**config.mk**
```make
export PLATFORM = sky130hd
export DESIGN_NAME = lsu_region_ctrl
export DESIGN_NICKNAME = d
export VERILOG_FILES = /design/src/rtl/lsu_pkg.sv /design/src/rtl/lsu_lane_align.sv /design/src/rtl/lsu_region_ctrl.sv
export SDC_FILE = /design/constraint.sdc
export NUM_CORES = 1
export LEC_CHECK = 0
export ABC_AREA = 1
export BUFFER_PORTS_ARGS = -buffer_cell sky130_fd_sc_hd__buf_2
export CAP_MARGIN = 10
export CORE_MARGIN = 2
export CORE_UTILIZATION = 40
export CTS_CLUSTER_SIZE = 16
export DETAILED_ROUTE_END_ITERATION = 8
export GPL_TIMING_DRIVEN = 0
export PLACE_DENSITY = 0.69
export SLEW_MARGIN = 0
export SYNTH_ARGS = -nofsm -noshare
export SYNTH_HDL_FRONTEND = slang
export SYNTH_SLANG_ARGS = --single-unit
```
**constraint.sdc**
```tcl
create_clock -name clk -period 2.04 [get_ports clk]
set_input_delay 0.204 -clock clk [delete_from_list [all_inputs] [get_ports clk]]
set_output_delay 0.204 -clock clk [all_outputs]
set_load 0.02 [all_outputs]
```
**src/rtl/lsu_pkg.sv**
```systemverilog
// Shared types and default address map for the RV32E load/store unit.
package lsu_pkg;

    typedef enum logic [1:0] {
        LSU_BYTE = 2'b00,
        LSU_HALF = 2'b01,
        LSU_WORD = 2'b10,
        LSU_RSVD = 2'b11
    } lsu_width_e;

    typedef enum logic [2:0] {
        IDLE,
        REQ,
        WAIT,
        DONE,
        FAULT
    } lsu_state_e;

    localparam int NUM_REGIONS_DEF = 3;

    // Region 0 occupies the least significant 32 bits.
    localparam logic [95:0] REGION_BASE_DEF  = {32'h0000_5000, 32'h0000_1000, 32'h0000_0000};
    localparam logic [95:0] REGION_LIMIT_DEF = {32'h0000_8FFF, 32'h0000_4FFF, 32'h0000_0FFF};

    localparam int RGN_ITCM = 0;
    localparam int RGN_DTCM = 1;
    localparam int RGN_CSR  = 2;

endpackage

```
**src/rtl/lsu_lane_align.sv**
```systemverilog
// Byte-lane steering: store byte enables / replicated data and load shift / extension.
module lsu_lane_align
    import lsu_pkg::*;
(
    input  lsu_width_e  width,
    input  logic [1:0]  addr_lo,
    input  logic        sext,
    input  logic [31:0] wdata,
    input  logic [31:0] rdata,
    output logic [3:0]  be,
    output logic [31:0] wdata_rep,
    output logic [31:0] rdata_ext
);

    logic [31:0] shifted;

    always_comb begin
        shifted   = rdata >> {addr_lo, 3'b000};
        be        = 4'b1111;
        wdata_rep = wdata;
        rdata_ext = shifted;
        case (width)
            LSU_BYTE: begin
                be        = 4'b0001 << addr_lo;
                wdata_rep = {4{wdata[7:0]}};
                rdata_ext = {{24{sext & shifted[7]}}, shifted[7:0]};
            end
            LSU_HALF: begin
                be        = 4'b0011 << {addr_lo[1], 1'b0};
                wdata_rep = {2{wdata[15:0]}};
                rdata_ext = {{16{sext & shifted[15]}}, shifted[15:0]};
            end
            default: ;
        endcase
    end

endmodule

```
**src/rtl/lsu_region_ctrl.sv**
```systemverilog
// Region-decoding load/store unit with a req/gnt/rvalid bus interface.
// Define LSU_ACCESS_FAULT_EN to turn unmapped/misaligned/reserved-width accesses into faults.
module lsu_region_ctrl
    import lsu_pkg::*;
#(
    parameter int                          NUM_REGIONS  = NUM_REGIONS_DEF,
    parameter logic [NUM_REGIONS*32-1:0]   REGION_BASE  = REGION_BASE_DEF,
    parameter logic [NUM_REGIONS*32-1:0]   REGION_LIMIT = REGION_LIMIT_DEF
) (
    input  logic                   clk,
    input  logic                   rst_n,
    input  logic                   lsu_valid,
    output logic                   lsu_ready,
    input  logic                   lsu_we,
    input  logic                   lsu_sext,
    input  logic [1:0]             lsu_width,
    input  logic [31:0]            lsu_addr,
    input  logic [31:0]            lsu_wdata,
    output logic                   rsp_valid,
    output logic [31:0]            rsp_rdata,
    output logic                   rsp_err,
    output logic                   mem_req,
    output logic [NUM_REGIONS-1:0] mem_sel,
    output logic                   mem_we,
    output logic [31:0]            mem_addr,
    output logic [3:0]             mem_be,
    output logic [31:0]            mem_wdata,
    input  logic                   mem_gnt,
    input  logic                   mem_rvalid,
    input  logic [31:0]            mem_rdata
);

    logic [NUM_REGIONS-1:0] hit;
    logic [NUM_REGIONS-1:0] sel_next;
    logic                   unmapped;
    lsu_width_e             width_in;
    lsu_width_e             eff_width;
    logic [1:0]             eff_lo;
    logic                   skip_bus;
    logic                   err_flag;

    lsu_state_e             state_reg;
    logic                   ready_reg, req_reg, we_reg, sext_reg;
    lsu_width_e             width_reg;
    logic [1:0]             addr_lo_reg;
    logic [31:0]            addr_reg, wdata_reg;
    logic [NUM_REGIONS-1:0] sel_reg;
    logic                   rsp_valid_reg, rsp_err_reg;
    logic [31:0]            rsp_rdata_reg;

    logic [3:0]             be;
    logic [31:0]            wdata_rep, rdata_ext;

    // Offset-from-base compare avoids constant-true checks when a base is zero.
    generate
        for (genvar gi = 0; gi < NUM_REGIONS; gi++) begin : g_region
            assign hit[gi] = (lsu_addr - REGION_BASE[gi*32 +: 32]) <=
                             (REGION_LIMIT[gi*32 +: 32] - REGION_BASE[gi*32 +: 32]);
        end
    endgenerate

    always_comb begin
        sel_next = '0;
        for (int i = NUM_REGIONS - 1; i >= 0; i--) begin
            if (hit[i]) begin
                sel_next    = '0;
                sel_next[i] = 1'b1;
            end
        end
    end

    assign unmapped = ~|hit;
    assign width_in = lsu_width_e'(lsu_width);

`ifdef LSU_ACCESS_FAULT_EN
    logic misaligned;
    assign misaligned = (width_in == LSU_HALF && lsu_addr[0]) ||
                        (width_in == LSU_WORD && lsu_addr[1:0] != 2'b00);
    assign eff_width  = width_in;
    assign eff_lo     = lsu_addr[1:0];
    assign skip_bus   = unmapped | misaligned | (width_in == LSU_RSVD);
    assign err_flag   = skip_bus;
`else
    assign eff_width  = (width_in == LSU_RSVD) ? LSU_WORD : width_in;
    always_comb begin
        case (eff_width)
            LSU_BYTE: eff_lo = lsu_addr[1:0];
            LSU_HALF: eff_lo = {lsu_addr[1], 1'b0};
            default:  eff_lo = 2'b00;
        endcase
    end
    assign skip_bus   = unmapped;
    assign err_flag   = 1'b0;
`endif

    lsu_lane_align u_align (
        .width     (width_reg),
        .addr_lo   (addr_lo_reg),
        .sext      (sext_reg),
        .wdata     (wdata_reg),
        .rdata     (mem_rdata),
        .be        (be),
        .wdata_rep (wdata_rep),
        .rdata_ext (rdata_ext)
    );

    always_ff @(posedge clk or negedge rst_n) begin
        if (!rst_n) begin
            state_reg     <= IDLE;
            ready_reg     <= 1'b1;
            req_reg       <= 1'b0;
            we_reg        <= 1'b0;
            sext_reg      <= 1'b0;
            width_reg     <= LSU_BYTE;
            addr_lo_reg   <= 2'b00;
            addr_reg      <= '0;
            wdata_reg     <= '0;
            sel_reg       <= '0;
            rsp_valid_reg <= 1'b0;
            rsp_err_reg   <= 1'b0;
            rsp_rdata_reg <= '0;
        end else begin
            case (state_reg)
                IDLE: begin
                    if (lsu_valid) begin
                        ready_reg   <= 1'b0;
                        we_reg      <= lsu_we;
                        sext_reg    <= lsu_sext;
                        width_reg   <= eff_width;
                        addr_lo_reg <= eff_lo;
                        wdata_reg   <= lsu_wdata;
                        if (skip_bus) begin
                            state_reg     <= err_flag ? FAULT : DONE;
                            rsp_valid_reg <= 1'b1;
                            rsp_err_reg   <= err_flag;
                            rsp_rdata_reg <= '0;
                        end else begin
                            state_reg <= REQ;
                            req_reg   <= 1'b1;
                            sel_reg   <= sel_next;
                            addr_reg  <= {lsu_addr[31:2], 2'b00};
                        end
                    end
                end
                REQ: begin
                    if (mem_gnt) begin
                        req_reg <= 1'b0;
                        if (we_reg) begin
                            state_reg     <= DONE;
                            rsp_valid_reg <= 1'b1;
                            rsp_rdata_reg <= '0;
                        end else begin
                            state_reg <= WAIT;
                        end
                    end
                end
                WAIT: begin
                    if (mem_rvalid) begin
                        state_reg     <= DONE;
                        rsp_valid_reg <= 1'b1;
                        rsp_rdata_reg <= rdata_ext;
                    end
                end
                default: begin
                    state_reg     <= IDLE;
                    ready_reg     <= 1'b1;
                    rsp_valid_reg <= 1'b0;
                    rsp_err_reg   <= 1'b0;
                    rsp_rdata_reg <= '0;
                end
            endcase
        end
    end

    assign lsu_ready = ready_reg;
    assign rsp_valid = rsp_valid_reg;
    assign rsp_err   = rsp_err_reg;
    assign rsp_rdata = rsp_rdata_reg;
    assign mem_req   = req_reg;
    assign mem_sel   = sel_reg;
    assign mem_addr  = addr_reg;
    assign mem_we    = req_reg & we_reg;
    assign mem_be    = req_reg ? be : 4'b0000;
    assign mem_wdata = (req_reg & we_reg) ? wdata_rep : 32'h0;

endmodule

```
==> results of run 1 <==
[metrics by stage]
stage / area (um^2) / worst slack (ns) / TNS [ns]
floorplan: 5990 / 0.114 / 0
global placement: 7260 / -0.497 / -63.59
detailed placement: 7290 / -0.387 / -12.67
CTS: 7690 / 0.00665 / 0
global route: 7740 / 0.000570 / 0
finish: 7740 / 0.116 / 0
[layout by cell type, fill, tap and decap left out, types with 10 or more instances in the layout]
cell type,synthesis,final
a21oi_1,43,42
a31oi_1,14,14
buf_2,8,218
buf_4,4,11
clkbuf_1,28,13
clkbuf_2,0,10
dfrtp_1,107,105
inv_1,60,57
nand2_1,290,290
nand3_1,67,67
nand4_1,17,17
nor2_1,78,78
o21ai_0,55,44
[worst max-delay path by stage]
stage | startpoint | endpoint | slack [ns]
floorplan | state_reg[0]$_DFFE_PN0P_ | rsp_rdata[12]$_DFFE_PN0P_ | 0.11
global placement | rst_n | mem_addr[26]$_DFFE_PN0P_ | -0.50
detailed placement | state_reg[0]$_DFFE_PN0P_ | rsp_rdata[30]$_DFFE_PN0P_ | -0.39
CTS | width_reg[1]$_DFFE_PN0P_ | mem_wdata[29] | 0.007
global route | state_reg[0]$_DFFE_PN0P_ | rsp_rdata[16]$_DFFE_PN0P_ | 0.0006
finish | width_reg[1]$_DFFE_PN0P_ | mem_be[2] | 0.12
[power groups by stage]
| stage | registers (mW) | logic (mW) | clock network (mW) |
|---|---|---|---|
| final | 3.10 | 5.41 | 1.79 |
| after global routing | 3.17 | 6.00 | 1.92 |
| after CTS | 3.09 | 5.31 | 1.82 |
| after detailed placement | 3.10 | 5.04 | 0 |
| after global placement | 3.09 | 4.99 | 0 |
| after floorplan | 3.25 | 3.31 | 0 |
[critical path, delay by kind of cell (launching register included)]
| kind | cells | cell delay, ns |
|---|---|---|
| buffers and inverters | 3 | 0.67 |
| AND/OR/NAND/NOR | 1 | 0.06 |
| AO/OA/AOI/OAI | 2 | 0.26 |
| flip-flops | 1 | 0.39 |
[logic make-up (layout without fill, tap and decap cells)]
group / count (synthesis) / in the layout
adders and majority gates: 4 / 4
other: 1 / 4
AOI/OAI and AO/OA: 126 / 126
buffers and inverters: 113 / 342
and+or+nand+nor: 476 / 476
DFF: 108 / 108
xor gates and xnor gates: 4 / 4
[area by class of cell]
cell class / instances / area [um^2]
Buffer: 47 / 283
Clock buffer: 13 / 250
Sequential cell: 108 / 2710
Timing Repair Buffer: 215 / 1130
Antenna cell: 1 / 2.50
Inverter: 64 / 240
Tap cell: 184 / 230
Multi-Input combinational cell: 613 / 2860
Fill cell: 1516 / 6840
Clock inverter: 3 / 43.8
[metal layers]
layer / up-vias / part of all wire / track usage
met4: 0 / 0.013 / 0.0575
met3: 19 / 0.069 / 0.0540
li1: 3136 / - / -
met1: 2811 / 0.46 / 0.317
met2: 244 / 0.46 / 0.376
met5: - / 0 / 0
[repair_timing]
item                                    in CTS  in global routing
hold buffers                                 1                  0
endpoints found under the setup margin      80                 91
buffers inserted                             4                  1
resized for setup                           33                 34
endpoints found under the hold margin       38                  0
pin swaps                                    2                  1
==> results.md, run 1 <==
- CTS sink count: 108
- Fin nets: 1167
- R2r setup slk: 0.16 ns
- RSZ-0062 raised after global routing: no
- Mux cell area share after synthesis: 0
- Pwr/cell area: 1330 nW/um^2
- DIE HEIGHT: 126 um
- Critical Path End Type: output pin
- Area growth, synth to finish: 29.4%
- First-pass GRT wire length: 29600 um
- # DRC: 0
- VDD IR max: 0.694 mV
- Finish-stage setup viols: 0
- Die extent in x: 126 um
- Clock buffer depth: 2
- # rows: 44
- H-tree Lvls: 3
- Min Tclk post-route: 1.92 ns
- Finished Layout Cells: 1248
- Internal: 5.61 mW
- Root Buffer: clkbuf_16
- Number of DRC markers in iteration 0: 370
- HP Start: lsu_wdata[21]
- ANT nets after route: 0
- Total track usage: 0.232
- Leading area contributor after synthesis: dfrtp_1
- Vias: 6210
- Final core occ: 0.531
- Port bufs: 208
- Worst Hold Path Cells: 3
- Core region area: 14600 um^2
- F_max: 0.520 GHz
- Sequential share of the synthesized area: 0.452
- Worst-Skew Late Latency: 0.36 ns
- Synth async-reset ratio: 1.00
- Tot Pwr: 10.3 mW
- Synth Warn #: 0
- Depth of the worst register-to-register path: 10
- Largest family of logic cells by synthesized area: simple AND/OR/NAND/NOR gates
- Area share of the largest cell type after synthesis: 0.447
- Gr ovfl total: 0
- Most area-consuming cells after synthesis: dfrtp_1 45%, nand2_1 18%, nand3_1 5.6%
- Critical Path RT: 1.84 ns
- Hold/Removal Path Class: primary input to flop
- Worst r2r src: state_reg[1]$_DFFE_PN0P_
- Max_cap viols: 0
- Most used cell, CP: buf_2
- Mapped Cells: 832
- Share of power burned in registers: 0.301
- Synth Area in Compound Gates: 0.114
- Largest net degree at the start of global routing: 71
- Initial Util: 0.410
- Number of synthesized flops with an enable pin: 0
- Hold Crit Endpoint: wdata_reg[21]$_DFFE_PN0P_
- Worst Path Arrival: 1.72 ns
- Crit Reg-Reg Endpoint: rsp_rdata[16]$_DFFE_PN0P_
- #FFs+latches synth: 108
- Sw frac: 0.455
- Critical path class: flop to output pin
- Clock network power share: 0.174
- Leakage Power: 4.45 nW
- CP max stage delay: 0.39 ns
- I/O pins: 213
- Routability Congestion: 0.936
- Slew headroom: 0.654
- DRT Pass-1 Iters: 5
- Period Utilization, post-route: 0.943
- Most frequent cells after synthesis: 290 x nand2_1, 107 x dfrtp_1, 78 x nor2_1
- Mean post-synth cell area: 7.19 um^2
- CP max-delay cell: dfrtp_1
- Worst-path clk slew: 0.08 ns
- Final Hold Vio Count: 0
- Cells after DPL: 1227
- CTS tree: built
- Vias per std cell: 4.98
- Worst-margin pin slew: 0.519 ns
- Die ar.: 16000 um^2
- Outcome: finished clean
- Post-Route WL: 18600 um
- Net Sw Power: 4.69 mW
- DP HPWL: 14300 um
- Vias in the first global route: 5892
- Ratio of cells with drive above 1 in the final layout: 0.283
- Synth Area in XOR/XNOR: 0.00585
- CP cell instances: nor2_4 > inv_2 > buf_2 > o21ai_1 > a21oi_1 > buf_2
- Crit-path max FO: 10
- Gate power share: 0.525
- Pins Over Slew Limit: 0
- Netlist area before placement: 5990 um^2
- CTS Buf Count: 9
- Post-Synth Adder-Cell Area: 0.00836
- Initial antenna violation count: 0
- Most numerous cell in the Yosys netlist: nand2_1
- Skew final: 0.00909 ns
- Main flop type after synthesis: dfrtp_1
- Wire per inst: 14.9 um
- Synth Area in Simple Gates: 0.339
- Worst hold margin: 0.0359 ns
- Synth unique cells: 37
- CP startpoint kind: flop
(Power assumes the default switching activity.)
==> inputs of run 2 (changes only) <==
Settings changed: CORE_UTILIZATION 40 to 46, PLACE_DENSITY 0.69 to 0.78.
==> run 2 against run 1 <==
  * Fmax down 2.3%
  * Clock-buffer cell count down 3
  * Die area down 13%
  * First-iteration DRC count up 39%
  * Clock power up 8%
  * Cell area up 0.23%
  * Global-route usage up 3.6 points
  * Sequential power about the same
  * Worst setup slack worse by 0.044 ns
  * Highest routed layer unchanged
==> results.md, run 2 (synthesized netlist as in run 1, its figures left out) <==
- Critical Path RT: 1.84 ns (about the same)
- Die ar.: 13900 um^2 (-13%)
- Metal2 WL: 8670 um (+1.0%)
- # DRC: 0 (unchanged)
- Leakage Power: 4.48 nW (+0.56%)
- Gate power share: 0.519 (-0.006)
- Worst r2r src: state_reg[0]$_DFFE_PN0P_
- Area of the multi-input gates: 2850 um^2 (-0.18%)
- Gr ovfl total: 0 (unchanged)
- R2r setup slk: 0.10 ns (-0.06 ns)
- Ratio of cells with drive above 1 in the final layout: 0.286 (+0.00282)
- CP max stage delay: 0.39 ns (about the same)
- Worst Hold Path Cells: 3 (unchanged)
- Sw frac: 0.452 (-0.00335)
- Total track usage: 0.268 (+0.0359)
- CTS sink count: 108 (unchanged)
- Clock buffer depth: 2 (unchanged)
- Most frequent cells in the layout: 290 x nand2_1, 214 x buf_2, 106 x dfrtp_1
- Clock network power share: 0.186 (+0.012)
- Area growth, synth to finish: 29.7%
- Depth of the worst register-to-register path: 11 (+1)
- Root Buffer: clkbuf_16
- Core region area: 12700 um^2 (-13%)
- Number of DRC markers in iteration 0: 513 (+39%)
- Vias: 6395 (+3.0%)
- Final Hold Vio Count: 0 (unchanged)
- Worst-Skew Late Latency: 0.36 ns (about the same)
- Most used cell, CP: buf_4
- Min Tclk post-route: 1.97 ns (+0.0443 ns)
- Critical Path End Type: output pin
- I/O pins: 213 (unchanged)
- # rows: 41 (-6.8%)
- Pre-CTS setup slack: -0.380 ns (+0.00758 ns)
- Largest net degree at the start of global routing: 58 (-18%)
- Hold/Removal Path Class: primary input to flop
- Outcome: finished clean
- Crit-path max FO: 10 (unchanged)
- VDD IR max: 0.744 mV (+7.2%)
- CP cell instances: buf_4 > inv_1 > buf_4 > clkbuf_4 > a21oi_1 > buf_4
- Metal3 WL: 1340 um (+4.5%)
- Finish-stage setup viols: 0 (unchanged)
- ANT nets after route: 0 (unchanged)
- Fin nets: 1167 (unchanged)
- Vias in the first global route: 6025 (+2.3%)
- Wire per inst: 14.9 um (about the same)
- DIE HEIGHT: 118 um (-6.5%)
- Net Sw Power: 4.72 mW (+0.65%)
- M1 WL: 7980 um (-6.1%)
- Cells after DPL: 1215 (-0.98%)
- Crit Reg-Reg Endpoint: rsp_rdata[30]$_DFFE_PN0P_
- Routability Congestion: 0.959 (+2.4%)
- Worst-path clk slew: 0.07 ns (about the same)
- First-pass GRT wire length: 29700 um (about the same)
- Finished Layout Cells: 1235 (-1.0%)
- Final-layout fill cell count: 1213 (-20%)
- CTS Buf Count: 9 (unchanged)
- Internal: 5.73 mW (+2.0%)
- H-tree Lvls: 3 (unchanged)
- Pwr/cell area: 1350 nW/um^2 (+1.2%)
- Worst Path Arrival: 1.76 ns (+0.04 ns)
- Register area: 2710 um^2 (about the same)
- Hold Crit Endpoint: wdata_reg[22]$_DFFE_PN0P_
- Skew final: 0.00329 ns (-0.00580 ns)
- DP HPWL: 14100 um (-1.6%)
- Post-Route WL: 18400 um (-1.1%)
- Worst-margin pin slew: 0.711 ns (+0.192 ns)
- Commonest non-fill, non-tap cell in the layout: nand2_1
- Pins Over Slew Limit: 0 (unchanged)
- Share of power burned in registers: 0.295 (-0.006)
- Final worst slack: 0.0713 ns (-0.0443 ns)
- CP max-delay cell: dfrtp_1
- DRT Pass-1 Iters: 6 (+1)
- Top Layer Used: met4
- Critical path class: flop to output pin
- # diodes: 0 (-1)
- Period Utilization, post-route: 0.965 (+0.0217)
- Vias per std cell: 5.18 (+4.1%)
- RSZ-0062 raised after global routing: yes
- Port bufs: 208 (unchanged)
- HP Start: lsu_wdata[22]
- Initial Util: 0.472 (+0.0621)
- F_max: 0.508 GHz (-2.3%)
- CTS tree: built
- Slew headroom: 0.526 (-0.128)
- CP startpoint kind: flop
- Max_cap viols: 0 (unchanged)
- Initial antenna violation count: 0 (unchanged)
- Die extent in x: 118 um (-6.5%)
## run 2: cell count changes in the layout (fill, tap and decap cells not counted), sizes merged
cell / change
bufinv: +1
buf: -2
clkinv: +1
clkbuf: -1
diode: -1
inv: +1
## run 2: worst max-delay path by stage
stage,start,end
after floorplan,state_reg[0]$_DFFE_PN0P_,rsp_rdata[12]$_DFFE_PN0P_
after global placement,rst_n,mem_addr[29]$_DFFE_PN0P_
after detailed placement,state_reg[0]$_DFFE_PN0P_,rsp_rdata[30]$_DFFE_PN0P_
after CTS,width_reg[1]$_DFFE_PN0P_,mem_wdata[28]
after global routing,state_reg[0]$_DFFE_PN0P_,rsp_rdata[31]$_DFFE_PN0P_
final,width_reg[1]$_DFFE_PN0P_,mem_wdata[21]
## run 2: what timing repair did
item	in CTS	in global routing
resized for setup	33	28
gates cloned	0	0
setup buffers	3	2
hold buffers	1	0
pin swaps	2	0
endpoints found under the setup margin	76	111
hold endpoints to repair	55	0
## run 2: worst max-delay path, delay by kind of cell, from the launching register on
family,cells,cell delay [ns]
DFF,1,0.39
AOI/OAI and AO/OA,1,0.20
buffers and inverters,5,0.82
## run 2: per-layer routing
layer / vias up / GRT usage
li1: 3130 / -
met3: 38 / 0.0591
met5: - / 0
met1: 2936 / 0.346
met2: 291 / 0.444
met4: 0 / 0.0919
## run 2: final cells by class
class                   instances  share of cell area
repair buffers                215               0.147
flip-flops and latches        108               0.348
multi-input cells             613               0.367
clock inverters                 6              0.0121
plain buffers                  47              0.0358
clock buffers                  10              0.0308
well taps                     172              0.0277
inverters                      64              0.0309
## run 2: power by group through the flow
| stage | sequential (mW) | combinational, mW | clock (mW) |
|---|---|---|---|
| floorplan | 3.25 | 3.31 | 0 |
| global placement | 3.08 | 4.96 | 0 |
| detailed placement | 3.10 | 5.03 | 0 |
| CTS | 3.08 | 5.27 | 1.97 |
| global route | 3.15 | 5.99 | 2.06 |
| finish | 3.08 | 5.42 | 1.94 |
## run 2: per-stage QoR
stage          instance area (um^2)  setup TNS (ns)  power, mW  hold slack [ns]  utilization
6_report                       7760               0       10.4           0.0307        0.613
5_1_grt                        7760          -0.199       11.2           0.0361        0.613
4_1_cts                        7700               0       10.3           0.0262        0.608
3_5_place_dp                   7280          -11.55       8.12            0.301        0.575
3_3_place_gp                   7250          -55.23       8.04            0.398        0.572
2_1_floorplan                  5990               0       6.55          -0.0916            -
